File: config.mk
export PLATFORM = sky130hd
export DESIGN_NAME = id_ex_stage
export DESIGN_NICKNAME = d
export VERILOG_FILES = /design/src/rtl/id_ex_stage.sv
export SDC_FILE = /design/constraint.sdc
export NUM_CORES = 1
export LEC_CHECK = 0
export ABC_AREA = 1
export BUFFER_PORTS_ARGS = -buffer_cell sky130_fd_sc_hd__buf_4
export CORE_MARGIN = 3
export CORE_UTILIZATION = 30
export DETAILED_ROUTE_END_ITERATION = 12
export GPL_TIMING_DRIVEN = 0
export PLACE_DENSITY = 0.62
export SYNTH_ARGS = -nofsm -noshare
export SYNTH_HDL_FRONTEND = slang
export SYNTH_SLANG_ARGS = --single-unit
File: constraint.sdc
create_clock -name clk -period 2.4 [get_ports clk]
set_clock_uncertainty 0.1 [all_clocks]
set_input_delay 0 -clock clk [delete_from_list [all_inputs] [get_ports clk]]
set_output_delay 0 -clock clk [all_outputs]
set_load 0.05 [all_outputs]
File: src/rtl/id_ex_stage.sv
// ============================================================================
// id_ex_stage -- ID/EX pipeline register for the 5-stage RISC-V core
//
// Registers the decoded ID-stage fields for EX. It also detects load-use
// hazards and inserts bubbles for them and for branch/jump flushes.
//
// Optional build macro: ID_EX_PERF_CNT_EN
//   When defined, the outputs bubble_cnt and flush_cnt are added. They count
//   load-use bubbles and flushes.
//
// Ports:
//   clk             core clock, rising edge
//   rstn            asynchronous active-low reset
//   id_valid        IF/ID holds a real instruction
//   id_pc           instruction PC
//   id_opcode       instr[6:0]
//   id_rs1/rs2/rd   register indices from decode
//   id_rd1/rd2      register file read data
//   id_imm          sign-extended immediate
//   id_ctrl         control bundle (bit0 reg_wb, bit1 mem_read, bit2 mem_write)
//   ex_flush        taken branch/jump resolved in EX
//   hold            global freeze (memory wait)
//   load_use_stall  combinational; freeze PC and IF/ID this cycle
//   id_ex_*         registered copies presented to EX
//   bubble_cnt      (optional) load-use bubbles inserted, wraps
//   flush_cnt       (optional) flush bubbles inserted, wraps
// ============================================================================
module id_ex_stage #(
    parameter int XLEN   = 32,
    parameter int CTRL_W = 8
) (
    input  logic              clk,
    input  logic              rstn,
    input  logic              id_valid,
    input  logic [XLEN-1:0]   id_pc,
    input  logic [6:0]        id_opcode,
    input  logic [4:0]        id_rs1,
    input  logic [4:0]        id_rs2,
    input  logic [4:0]        id_rd,
    input  logic [XLEN-1:0]   id_rd1,
    input  logic [XLEN-1:0]   id_rd2,
    input  logic [XLEN-1:0]   id_imm,
    input  logic [CTRL_W-1:0] id_ctrl,
    input  logic              ex_flush,
    input  logic              hold,
    output logic              load_use_stall,
    output logic              id_ex_valid,
    output logic [XLEN-1:0]   id_ex_pc,
    output logic [XLEN-1:0]   id_ex_rd1,
    output logic [XLEN-1:0]   id_ex_rd2,
    output logic [XLEN-1:0]   id_ex_imm,
    output logic [4:0]        id_ex_rs1,
    output logic [4:0]        id_ex_rs2,
    output logic [4:0]        id_ex_rd,
    output logic [6:0]        id_ex_opcode,
    output logic [CTRL_W-1:0] id_ex_ctrl
`ifdef ID_EX_PERF_CNT_EN
    ,
    output logic [31:0]       bubble_cnt,
    output logic [31:0]       flush_cnt
`endif
);

    localparam logic [6:0] OP_LUI   = 7'b0110111;
    localparam logic [6:0] OP_AUIPC = 7'b0010111;
    localparam logic [6:0] OP_JAL   = 7'b1101111;
    localparam logic [6:0] OP_R     = 7'b0110011;
    localparam logic [6:0] OP_S     = 7'b0100011;
    localparam logic [6:0] OP_B     = 7'b1100011;

    // ------------------------------------------------------------------
    // Pipeline state
    // ------------------------------------------------------------------
    logic              valid_reg,  valid_next;
    logic [XLEN-1:0]   pc_reg,     pc_next;
    logic [XLEN-1:0]   rd1_reg,    rd1_next;
    logic [XLEN-1:0]   rd2_reg,    rd2_next;
    logic [XLEN-1:0]   imm_reg,    imm_next;
    logic [4:0]        rs1_reg,    rs1_next;
    logic [4:0]        rs2_reg,    rs2_next;
    logic [4:0]        rd_reg,     rd_next;
    logic [6:0]        opcode_reg, opcode_next;
    logic [CTRL_W-1:0] ctrl_reg,   ctrl_next;

    // ------------------------------------------------------------------
    // Operand-use decode. Unused source fields hold immediate bits, so
    // they must not be allowed to match a destination.
    // ------------------------------------------------------------------
    logic uses_rs1;
    logic uses_rs2;
    logic hz;

    always_comb begin
        uses_rs1 = !((id_opcode == OP_LUI) || (id_opcode == OP_AUIPC) ||
                     (id_opcode == OP_JAL));
        uses_rs2 = (id_opcode == OP_R) || (id_opcode == OP_S) ||
                   (id_opcode == OP_B);
    end

    // A load sits in EX and the instruction in ID needs its result. x0 as
    // destination never creates a dependency.
    assign hz = id_valid & valid_reg & ctrl_reg[1] & (rd_reg != 5'd0) &
                ((uses_rs1 & (id_rs1 == rd_reg)) |
                 (uses_rs2 & (id_rs2 == rd_reg)));

    // A flush kills the consumer in ID anyway, so no stall is needed then.
    // Hold does not mask the stall; the front end is frozen either way.
    assign load_use_stall = hz & ~ex_flush;

    // ------------------------------------------------------------------
    // Next-state selection: flush > hold > hazard bubble > normal load
    // ------------------------------------------------------------------
    always_comb begin
        valid_next  = valid_reg;
        pc_next     = pc_reg;
        rd1_next    = rd1_reg;
        rd2_next    = rd2_reg;
        imm_next    = imm_reg;
        rs1_next    = rs1_reg;
        rs2_next    = rs2_reg;
        rd_next     = rd_reg;
        opcode_next = opcode_reg;
        ctrl_next   = ctrl_reg;

        if (ex_flush || (!hold && hz)) begin
            valid_next  = 1'b0;
            pc_next     = '0;
            rd1_next    = '0;
            rd2_next    = '0;
            imm_next    = '0;
            rs1_next    = '0;
            rs2_next    = '0;
            rd_next     = '0;
            opcode_next = '0;
            ctrl_next   = '0;
        end else if (!hold) begin
            valid_next  = id_valid;
            pc_next     = id_pc;
            rd1_next    = id_rd1;
            rd2_next    = id_rd2;
            imm_next    = id_imm;
            rs1_next    = uses_rs1 ? id_rs1 : 5'd0;
            rs2_next    = uses_rs2 ? id_rs2 : 5'd0;
            rd_next     = id_valid ? id_rd : 5'd0;
            opcode_next = id_opcode;
            ctrl_next   = id_valid ? id_ctrl : '0;
        end
    end

    always_ff @(posedge clk or negedge rstn) begin
        if (!rstn) begin
            valid_reg  <= 1'b0;
            pc_reg     <= '0;
            rd1_reg    <= '0;
            rd2_reg    <= '0;
            imm_reg    <= '0;
            rs1_reg    <= '0;
            rs2_reg    <= '0;
            rd_reg     <= '0;
            opcode_reg <= '0;
            ctrl_reg   <= '0;
        end else begin
            valid_reg  <= valid_next;
            pc_reg     <= pc_next;
            rd1_reg    <= rd1_next;
            rd2_reg    <= rd2_next;
            imm_reg    <= imm_next;
            rs1_reg    <= rs1_next;
            rs2_reg    <= rs2_next;
            rd_reg     <= rd_next;
            opcode_reg <= opcode_next;
            ctrl_reg   <= ctrl_next;
        end
    end

    assign id_ex_valid  = valid_reg;
    assign id_ex_pc     = pc_reg;
    assign id_ex_rd1    = rd1_reg;
    assign id_ex_rd2    = rd2_reg;
    assign id_ex_imm    = imm_reg;
    assign id_ex_rs1    = rs1_reg;
    assign id_ex_rs2    = rs2_reg;
    assign id_ex_rd     = rd_reg;
    assign id_ex_opcode = opcode_reg;
    assign id_ex_ctrl   = ctrl_reg;

`ifdef ID_EX_PERF_CNT_EN
    // ------------------------------------------------------------------
    // Performance counters; free-running, wrap naturally
    // ------------------------------------------------------------------
    logic [31:0] bubble_cnt_reg;
    logic [31:0] flush_cnt_reg;

    always_ff @(posedge clk or negedge rstn) begin
        if (!rstn) begin
            bubble_cnt_reg <= '0;
            flush_cnt_reg  <= '0;
        end else begin
            if (ex_flush)
                flush_cnt_reg <= flush_cnt_reg + 32'd1;
            else if (!hold && hz)
                bubble_cnt_reg <= bubble_cnt_reg + 32'd1;
        end
    end

    assign bubble_cnt = bubble_cnt_reg;
    assign flush_cnt  = flush_cnt_reg;
`endif

endmodule
==> impl_results.md <==
* Remaining antenna violation count after routing at 0
* First-pass iteration count of the detailed router at 4
* Fin crit share at 0.904
* Peak supply drop at 0.446 mV
* WL per Instance at 15.9 um
* H-tree depth at 4
* Register area share after synthesis at 0.583
* IO Pins at 323
* Starting Density at 0.309
* Final Max Tran Viols at 0
* Pre-CTS worst setup slack at 0.473 ns
* Worst setup margin at 0.230 ns
* Commonest non-fill, non-tap cell in the layout: buf_4
* Cts bufs inserted at 17
* Largest net degree at the start of global routing at 83
* Die area at 24600 um2
* Hold Crit Class: input port to asynchronous set/reset pin
* Commonest non-fill, non-tap cells in the layout: 325 x buf_4, 167 x dlygate4sd3_1, 159 x dfrtp_1
* Setup TNS at 0 ns
* Routability cong. at 0.787
* RSZ-0062 raised after global routing: false
* Total power at 7.29 mW
* Area grow syn2layout at 73.8%
* Worst Tran Pin Value at 0.875 ns
* Hold Violations, Final at 0
* Synthesized cell area at 6830 um2
* # clock sinks at 159
* Critical Path Source Type: register
* Post-Route WL at 23.0 mm
* Worst slew margin at 0.417
* Final core occ at 0.537
* Crit path DAT at 2.07 ns
* DRC violations left at 0
* Chip Height at 157 um
* Number of cell rows at 54
* Reg2Reg Depth at 12
* Antenna violations before repair at 1
* Status: complete, no violations
* Die W at 157 um
* Mapped Cells at 647
* Req. time, crit path at 2.30 ns
* CP Capture Type: output port
* Syn nets at 810
* Final Instance Area at 11900 um2
* Layout cell share with drive strength beyond 1 at 0.333
* Diodes inserted at 0
* Number of global-route vias before repair at 6806
* Reg clk slew, reported paths at 0.07 ns
* Drt via density at 4.40
* Minimum clock period at 2.17 ns
* Synth Register Bits at 159
* Max-cap violations at 0
* Fmax at 461 MHz
* First-pass GRT wire length at 35.6 mm
* FF-to-FF setup slack at 0.51 ns
* WHS at 0.0411 ns
* Synth warn at 0
* Grt total ovfl at 0
* Final setup viols at 0
* PwrDens at 614 nW/um2
* Skew-Pair Late Insertion Delay at 0.41 ns
* CP Class: register to output port
* Post-synthesis cell type count at 20
* Total GRT Usage at 0.183
* Number of port buffers at 321
* Core Region at 22100 um2
* Final Net Count at 1318
* Iteration-0 DRC Markers at 275
* Leakage at 6.39 nW
* CTS tree: built
* Syn_area_per_cell at 10.6 um2
* Worst-path maximum fanout at 10
* Non-Filler Instances at 1448
* DP Cell Count at 1249
* Root buf cell: clkbuf_16
* HPWL after DPL at 15.8 mm
* Clock Path Buffers at 2
* Vias at 6373
* Area after DPL at 9630 um2
* PostCTS Resize Cnt at 0
-- report_power, final --
group | internal [mW] | total, mW | switching (mW)
Sequential | 2.82 | 2.91 | 0.0906
Clock | 1.48 | 2.68 | 1.20
Combinational | 0.713 | 1.70 | 0.990
Total | 5.01 | 7.29 | 2.28
-- what timing repair did --
action,in CTS,in global routing
hold buffers,167,0
buffers inserted,0,0
endpoints found under the hold margin,291,0
-- per-layer routing --
metal / global-route usage / part of all wire / wire [um]
met1: 0.222 / 0.41 / 9460
met2: 0.310 / 0.49 / 11200
met3: 0.0561 / 0.080 / 1850
met4: 0.0584 / 0.020 / 463
met5: 0 / 0.00057 / 13
-- kinds of logic (layout without fill, tap and decap cells) --
logic type             count (synthesis)  after routing  share of synthesized area
AO/OA/AOI/OAI                          3              3                    0.00220
AND/OR/NAND/NOR                      269            269                      0.161
multiplexers                         133            133                      0.195
XOR/XNOR                               6              6                    0.00769
buffers and inverters                 77            598                     0.0515
flip-flops                           159            159                      0.583
-- cells in the mapped netlist --
master	number	area, um2
o21ai_1	1	5.00
nor2_2	1	6.26
nand2_4	1	11.3
clkinv_1	1	3.75
mux2i_1	133	1330
xnor2_1	2	17.5
dfrtp_1	159	3980
nand4_1	16	100
o21ai_0	2	10.0
nand2_1	69	259
xor2_1	4	35.0
buf_2	23	115
inv_2	4	15.0
inv_1	31	116
nand3_2	1	10.0
nand3_1	28	140
buf_4	5	37.5
nor2_1	153	574
buf_6	2	22.5
clkbuf_1	11	41.3
-- critical path: stages (launching register included) --
cell	delay, ns
dfrtp_1	0.44
inv_1	0.10
nand2_1	0.05
nand2_1	0.05
nand2_1	0.05
nor2_1	0.09
nand3_1	0.07
nand2_1	0.12
nand2_1	0.16
buf_2	0.22
nor2_1	0.10
buf_4	0.20
-- final timing paths --
check | to | from
setup / recovery | load_use_stall | id_ex_rd[1]
hold / removal | id_ex_pc[16] | rstn
setup reg to reg | id_ex_rd1[3] | id_ex_rd[1]
hold reg to reg | id_ex_ctrl[4] | id_ex_ctrl[4]
max in group asynchronous | id_ex_pc[0] | rstn
min in group clk | id_ex_rs1[0] | hold
-- state kept, by name, summed over array words and instances, names as in the netlist --
register,flops
id_ex_ctrl,8
id_ex_imm,32
id_ex_opcode,7
id_ex_pc,32
id_ex_rd,5
id_ex_rd1,32
id_ex_rd2,32
id_ex_rs1,5
id_ex_rs2,5
id_ex_valid,1
-- area by class of cell --
cell class,instances,area [um2]
clock inverters,13,143
plain buffers,41,216
inverters,36,135
flip-flops and latches,159,3980
fillers,1917,10200
well taps,280,350
repair buffers,489,4120
multi-input cells,411,2500
clock buffers,19,433
Power figures use the tool's default switching activity.
